===== config.mk =====
export PLATFORM = sky130hd
export DESIGN_NAME = sa_tile_stream_buffer
export DESIGN_NICKNAME = d
export VERILOG_FILES = /design/src/rtl/sa_tile_stream_buffer.sv
export SDC_FILE = /design/constraint.sdc
export NUM_CORES = 1
export LEC_CHECK = 0
export CORE_UTILIZATION = 39
export DETAILED_ROUTE_END_ITERATION = 7
export MAX_ROUTING_LAYER = met4
export SLEW_MARGIN = 5
export SYNTH_ARGS = -nofsm -noshare
export SYNTH_HDL_FRONTEND = slang
export SYNTH_SLANG_ARGS = --single-unit

===== constraint.sdc =====
create_clock -name clk -period 10.2 [get_ports clk]
set_input_delay 1.53 -clock clk [delete_from_list [all_inputs] [get_ports clk]]
set_output_delay 1.53 -clock clk [all_outputs]
set_load 0.01 [all_outputs]

===== src/rtl/sa_tile_stream_buffer.sv =====
// Elastic first-word-fall-through tile buffer between the read DMA stream and the systolic engine.
// Accepts exactly the programmed number of words per tile, tags the last one and reports completion.
module sa_tile_stream_buffer #(
   parameter int DATA_WIDTH = 32,
   parameter int DEPTH      = 16,
   parameter int LVL_W      = $clog2(DEPTH) + 1
) (
   input  logic                  clk,
   input  logic                  rst,
   input  logic                  i_start,
   input  logic [31:0]           i_tile_words,
   input  logic [DATA_WIDTH-1:0] s_tdata,
   input  logic                  s_tvalid,
   output logic                  s_tready,
   output logic [DATA_WIDTH-1:0] m_tdata,
   output logic                  m_tvalid,
   input  logic                  m_tready,
   output logic                  m_tlast,
   output logic [LVL_W-1:0]      o_level,
   output logic                  o_busy,
   output logic                  o_tile_done,
   output logic                  o_error
);

   localparam int PTR_W = $clog2(DEPTH);
   localparam logic [LVL_W-1:0] FULL_LVL = LVL_W'(DEPTH);
   localparam logic [LVL_W-1:0] ONE_LVL  = LVL_W'(1);
   localparam logic [LVL_W-1:0] ZERO_LVL = LVL_W'(0);
   localparam logic [PTR_W-1:0] ONE_PTR  = PTR_W'(1);
   localparam logic [PTR_W-1:0] ZERO_PTR = PTR_W'(0);

   typedef enum logic [1:0] {
      IDLE   = 2'd0,
      ACTIVE = 2'd1,
      DRAIN  = 2'd2
   } state_t;

   state_t                state_r;
   state_t                state_next_s;
   logic [DATA_WIDTH-1:0] mem_r [DEPTH];
   logic [PTR_W-1:0]      wr_ptr_r;
   logic [PTR_W-1:0]      rd_ptr_r;
   logic [LVL_W-1:0]      count_r;
   logic [31:0]           tile_words_r;
   logic [31:0]           in_cnt_r;
   logic [31:0]           out_cnt_r;
   logic                  done_r;
   logic                  done_next_s;
   logic                  error_r;
   logic                  error_next_s;
   logic                  start_ok_s;
   logic                  push_s;
   logic                  pop_s;
   logic                  last_in_s;

   // s_tready looks only at registered state so it never waits on s_tvalid.
   assign s_tready    = (state_r == ACTIVE) && (count_r != FULL_LVL);
   assign push_s      = s_tvalid && s_tready;
   assign m_tvalid    = (count_r != ZERO_LVL);
   assign pop_s       = m_tvalid && m_tready;
   assign m_tdata     = mem_r[rd_ptr_r];
   assign m_tlast     = m_tvalid && (out_cnt_r == (tile_words_r - 32'd1));
   assign last_in_s   = (in_cnt_r == (tile_words_r - 32'd1));
   assign o_level     = count_r;
   assign o_busy      = (state_r != IDLE);
   assign o_tile_done = done_r;
   assign o_error     = error_r;

   // Next-state, completion pulse and sticky error decode.
   always_comb begin
      state_next_s = state_r;
      done_next_s  = 1'b0;
      error_next_s = error_r;
      start_ok_s   = 1'b0;
      case (state_r)
         IDLE: begin
            if (i_start) begin
               error_next_s = 1'b0;
               if (i_tile_words != 32'd0) begin
                  start_ok_s   = 1'b1;
                  state_next_s = ACTIVE;
               end else begin
                  done_next_s  = 1'b1;
                  state_next_s = IDLE;
               end
            end else begin
               state_next_s = IDLE;
            end
         end
         ACTIVE: begin
            if (i_start) begin
               error_next_s = 1'b1;
            end else begin
               error_next_s = error_r;
            end
            if (push_s && last_in_s) begin
               state_next_s = DRAIN;
            end else begin
               state_next_s = ACTIVE;
            end
         end
         DRAIN: begin
            if (i_start) begin
               error_next_s = 1'b1;
            end else begin
               error_next_s = error_r;
            end
            if (pop_s && m_tlast) begin
               state_next_s = IDLE;
               done_next_s  = 1'b1;
            end else begin
               state_next_s = DRAIN;
            end
         end
         default: begin
            state_next_s = IDLE;
         end
      endcase
   end

   // FSM state, completion pulse and error flag registers.
   always_ff @(posedge clk) begin
      if (rst) begin
         state_r <= IDLE;
         done_r  <= 1'b0;
         error_r <= 1'b0;
      end else begin
         state_r <= state_next_s;
         done_r  <= done_next_s;
         error_r <= error_next_s;
      end
   end

   // Tile length latch and per-tile input/output word counters.
   always_ff @(posedge clk) begin
      if (rst) begin
         tile_words_r <= 32'd0;
         in_cnt_r     <= 32'd0;
         out_cnt_r    <= 32'd0;
      end else if (start_ok_s) begin
         tile_words_r <= i_tile_words;
         in_cnt_r     <= 32'd0;
         out_cnt_r    <= 32'd0;
      end else begin
         if (push_s) begin
            in_cnt_r <= in_cnt_r + 32'd1;
         end
         if (pop_s) begin
            out_cnt_r <= out_cnt_r + 32'd1;
         end
      end
   end

   // FIFO pointers and occupancy; pointers wrap naturally at the power-of-two depth.
   always_ff @(posedge clk) begin
      if (rst) begin
         wr_ptr_r <= ZERO_PTR;
         rd_ptr_r <= ZERO_PTR;
         count_r  <= ZERO_LVL;
      end else begin
         if (push_s) begin
            wr_ptr_r <= wr_ptr_r + ONE_PTR;
         end
         if (pop_s) begin
            rd_ptr_r <= rd_ptr_r + ONE_PTR;
         end
         case ({push_s, pop_s})
            2'b10:   count_r <= count_r + ONE_LVL;
            2'b01:   count_r <= count_r - ONE_LVL;
            default: count_r <= count_r;
         endcase
      end
   end

   // Storage array; contents are don't-care until written.
   always_ff @(posedge clk) begin
      if (push_s) begin
         mem_r[wr_ptr_r] <= s_tdata;
      end
   end

endmodule


**Yosys cells after proc, flatten, opt, wreduce, memory -nomap -nowiden**

Memory sizes are Yosys's and may differ from the RTL's. A register that Yosys moved wholly into a read port is not among the register bits.
Cells that the tools add are included.

- Register bits: 113
- RAM bits: 512
- Input port bits: 69
- Word-level logic and storage cells: 61
- Memories: 1

Memories:

| name | depth | width | rd ports | clocked after memory_dff | write ports | line | RTL |
|---|---|---|---|---|---|---|---|
| mem_r | 16 | 32 | 1 | 1 | 1 | 40 | `logic [DATA_WIDTH-1:0] mem_r [DEPTH];` |

- $add $sub $neg: 7
- Equal/unequal tests: 9
- Muxes and demuxes: 20
- Reductions and logical operators: 15

Operators by type and width:

| cell | count |
|---|---|
| adder 32 x 1 -> 32 bit, second input constant | 2 |
| == test 32 bit | 2 |
| nonzero test 32 bit | 1 |
| subtractor 32 x 1 -> 32 bit, second input constant | 1 |
| 2-to-1 mux 1 bit | 11 |
| case mux 5 bit (2 select lines) | 1 |
| adder 4 x 1 -> 4 bit, second input constant | 2 |
| 2-to-1 mux 4 bit | 2 |
| logical AND 1 bit | 6 |
| 2-to-1 mux 2 bit | 3 |
| case mux 2 bit (3 select lines) | 1 |
| nonzero test 2 bit | 3 |
| adder 5 x 1 -> 5 bit, second input constant | 1 |
| != test 5 bit, second input constant | 1 |
| nonzero test 5 bit | 1 |
| subtractor 5 x 1 -> 5 bit, second input constant | 1 |
| == test 2 x 1 -> 1 bit, second input constant | 2 |
| == test 2 bit, second input constant | 2 |
| case mux 1 bit (2 select lines) | 2 |
| OR reduction 2 bit | 2 |
| AND reduction 3 bit | 1 |
| zero test 2 bit | 1 |
| != test 2 x 1 -> 1 bit, second input constant | 1 |
| != test 2 bit, second input constant | 1 |

**Logic depth before layout (Yosys ltp)**

- Depth in word-level cells: 6
- Gate-level depth with buffers: 14
- Gate-level depth less buffers: 14

**Least setup slack after synthesis**

OpenSTA, ideal clock, no wires.

- Kind: input -> register
- From: input port s_tvalid
- To: memory mem_r[0][0], enable pin
- Arrival time: 4.409 ns
- Data required time: 9.739 ns
- Path slack: 5.330 ns
- Stages on the path: 4
- Buffers on the path: 1
- Cell sequence: and2_1 > buf_1 > nand2_1 > nor3_1

- Word-level cells in the longest chain between the ends: 3

RTL lines:

| element | line | RTL |
|---|---|---|
| from (decl) | 13 | `input logic s_tvalid,` |
| logical AND 1 bit | 58 | `assign push_s = s_tvalid && s_tready;` |
| 2-to-1 mux 1 bit | 177 | `if (push_s) begin` |
| 2-to-1 mux 1 bit (implied by the code) | 178 | `mem_r[wr_ptr_r] <= s_tdata;` |
| to (decl) | 40 |  |

No other way between the ends.

**Final worst setup path**

- From: register tile_words_r[0]
- To: output port m_tlast

- Word-level cells in the longest chain between the ends: 3

RTL lines:

| element | line | RTL |
|---|---|---|
| from (decl) | 44 | `logic [31:0] tile_words_r;` |
| from (signal assigned) | 141 | `tile_words_r <= i_tile_words;` |
| subtractor 32 x 1 -> 32 bit | 62 | `assign m_tlast = m_tvalid && (out_cnt_r == (tile_words_r - 32'd1));` |
| == test 32 bit | 62 |  |
| logical AND 1 bit | 62 |  |
| to (decl) | 18 | `output logic m_tlast,` |

No other way between the ends.

==> results.md <==
* Crit path kind: flop to output pin
* Sw Ratio at 0.2471
* PortBufs at 111
* Reg2Reg Depth at 10
* Fin Setup TNS at 0 ns
* GRT Residual Overflow at 0
* Syn avg cell area at 16.31 sq um
* Die Y at 263.2 microns
* Worst Setup Slack, final at 4.186 ns
* Setup violations, final at 0
* Endpoints failing hold at 0
* Max stage delay on crit path at 0.69 ns
* Top-count cell post-synth: edfxtp_1
* CP startpoint: tile_words_r[0]$_SDFFE_PP0P_
* Min Clock Period, post-route at 6.014 ns
* Fin Hold WS at 0.4861 ns
* Top post-synthesis cells by count: edfxtp_1, mux4_2, nor2_1
* Critical Path Sink: m_tlast
* Sw Pwr at 1.593 mW
* P_leak at 9.855 nW
* Pwr dens at 207.2 nW/um^2
* Fin util at 0.4616
* Max Fclk at 166.3 MHz
* Top cells by area, synth: edfxtp_1, mux4_2, dfxtp_1, xnor2_1, xor2_1
* Met1 GRT Util at 0.2418
* Die span in x at 263.2 microns
* Maximum vdd drop at 0.1134 mV
* Largest net degree at the start of global routing at 66
* Post-synth ARST share at 0
* Placed insts at 2558
* Total track usage at 0.1884
* WL final at 62240 microns
* Yosys top cell area share at 0.5776
* FF+latch count, synth at 629
* Fillers at 5757
* Clock skew at 0.03208 ns
* R2R Setup Slk at 6.34 ns
* Layout cells sized above 1 at 0.1789
* Slew Viols, Final at 0
* Seq/Total Area, Yosys at 0.6656
* Initial DRC count at 1151
* Maxcap violations at 0
* Worst-Margin Slew at 1.037 ns
* DIE AREA at 69300 sq um
* Routed length per instance at 23.22 microns
* Top_reg_cell synth: edfxtp_1
* Top Ports at 112
* Final ANT Viol Nets at 0
* Synth Warn # at 0
* Htree depth at 3
* FF-to-FF Start: tile_words_r[0]$_SDFFE_PP0P_
* Most used cell, CP: nor4_1
* Initial Util at 0.3949
* Crit path cell chain: inv_1 -> ha_1 -> or3b_1 -> nor4_1 -> nor3b_1 -> or4_1 -> nor4_1 -> nand4b_1 -> nor3_1 -> clkdlybuf4s50_1
* Synth cell types at 70
* Required @ worst endpoint at 8.67 ns
* Clock Tree Buf Depth at 3
* # DRC at 0
* RSZ-0062 raised after global routing: no
* Hold depth at 2
* First-pass GRT wire length at 94990 microns
* R2r endpoint: state_r[1]$_SDFF_PP0_
* GR Util met3 at 0.02844
* Post-CTS setup buffers at 0
* Layout Nets at 1841
* EDFF count, synth at 512
* Initial antenna violation count at 2
* Gr busiest metal: met2
* Area Growth Syn to Fin at 16.88%
* Place WS at 4.819 ns
* CP max FO at 8
* CTS tree: yes
* Layout Cells excl Fill at 2680
* Startpoint types: flop
* Cell taking the most area after synthesis: edfxtp_1
* Period utilization at 0.5896
* Routed via count at 14720
* Comb power frac at 0.167
* Clock share of power at 0.385
* Worst hold start: o_error$_SDFFE_PP0P_
* Vias in the first global route at 15000
* CTS buffer count at 68
* Sink Count at 629
* Clock root cell: clkbuf_16
* Drt first pass iters at 5
* Crit-path slowest cell: nor4_1
* Clk_lat worst skew at 0.62 ns
* Outcome: complete, no violations
* Worst setup EP type: output pin
* Placer Congestion at 0.9171
* Max_slew headroom at 0.3086
* Syn Nets at 1718
* Post-CTS Resized at 0
* Sequential share of power at 0.448
* Post-CTS Hold Fix Bufs at 0
* Worst Hold Class: flop to flop
* Vias per cell at 5.491
* Synthesized area at 26620 sq um
* Num rows at 95
* Core Footprint at 67400 sq um
* GR Util met2 at 0.3125
* Internal power at 4.852 mW
* Clock-pin transition on the worst setup and hold timing paths at 0.06 ns
* WP data arrival at 4.48 ns
* Syn Inst Count at 1632
* Post-DP HPWL at 37200 microns
## through the flow
stage | area, sq um | power, mW
after floorplan | 26620 | 3.672
after global placement | 28810 | 4.031
after detailed placement | 28810 | 4.038
after CTS | 31100 | 6.536
after global routing | 31110 | 6.704
final | 31110 | 6.445
## power groups by stage
stage	sequential (mW)	clock (mW)	combinational [mW]
2_1_floorplan	2.89	0	0.784
3_3_place_gp	2.94	0	1.09
3_5_place_dp	2.94	0	1.10
4_1_cts	2.89	2.55	1.10
5_1_grt	2.89	2.64	1.17
6_report	2.88	2.48	1.08
## critical path: cells and delay by family (launching register included)
family / cells / cell delay (ns)
AND/OR/NAND/NOR: 7 / 2.56
flip-flops: 1 / 0.39
adder cells (fa/ha/maj): 1 / 0.28
buffers and inverters: 2 / 0.68
## state kept, by name, indices dropped and copies added (netlist names), named ones only
signal,cells
out_cnt_r,32
state_r,2
rd_ptr_r,4
o_error,1
mem_r,512
in_cnt_r,32
wr_ptr_r,4
tile_words_r,32
o_tile_done,1
o_level,5
## cells in the final DEF, fill, tap and decap left out, drive strengths merged, types with 12 or more instances in the layout
cell type,count
edfxtp,512
mux4,160
nor2,151
dfxtp,117
clkdlybuf4s50,110
clkbuf,81
xnor2,70
xor2,68
nand2,59
nand3,37
mux2i,36
nor4,33
nor3,32
nand4,31
buf,29
clkinv,29
inv,28
a21oi,24
o21ai,19
ha,16
or4,15
and3,12
nand2b,12
## layout make-up
class,count,area (sq um),share of cell area
diodes,2,5.005,0.0001609
clock buffers,81,1782,0.05727
clock inverters,39,510.5,0.01641
inverters,28,105.1,0.003378
multi-input cells,889,8572,0.2755
flip-flops and latches,629,17730,0.5698
well taps,873,1092,0.03511
repair buffers,139,1316,0.04231
## per-layer routing
layer  part of all wire  wire length (microns)
met1               0.43                  26980
met2               0.50                  31390
met3              0.041                   2555
met4              0.021                   1306
met5                  0                      0
## worst min-delay path by stage
stage | end | slack, ns
3_5_place_dp | o_error$_SDFFE_PP0P_ | 0.49
4_1_cts | o_error$_SDFFE_PP0P_ | 0.50
3_3_place_gp | o_error$_SDFFE_PP0P_ | 0.48
2_1_floorplan | out_cnt_r[25]$_SDFFE_PP0P_ | 0.48
5_1_grt | o_error$_SDFFE_PP0P_ | 0.53
6_report | o_error$_SDFFE_PP0P_ | 0.49
## cells by family after synthesis
kind of cell | count (synthesis) | share of synthesized area
XOR/XNOR | 145 | 0.05133
multiplexers | 197 | 0.1493
buffers and inverters | 114 | 0.01655
AO/OA/AOI/OAI | 97 | 0.02473
flip-flops | 629 | 0.6656
adder cells (fa/ha/maj) | 17 | 0.008273
AND/OR/NAND/NOR | 433 | 0.08414
Power figures use the tool's default switching activity.
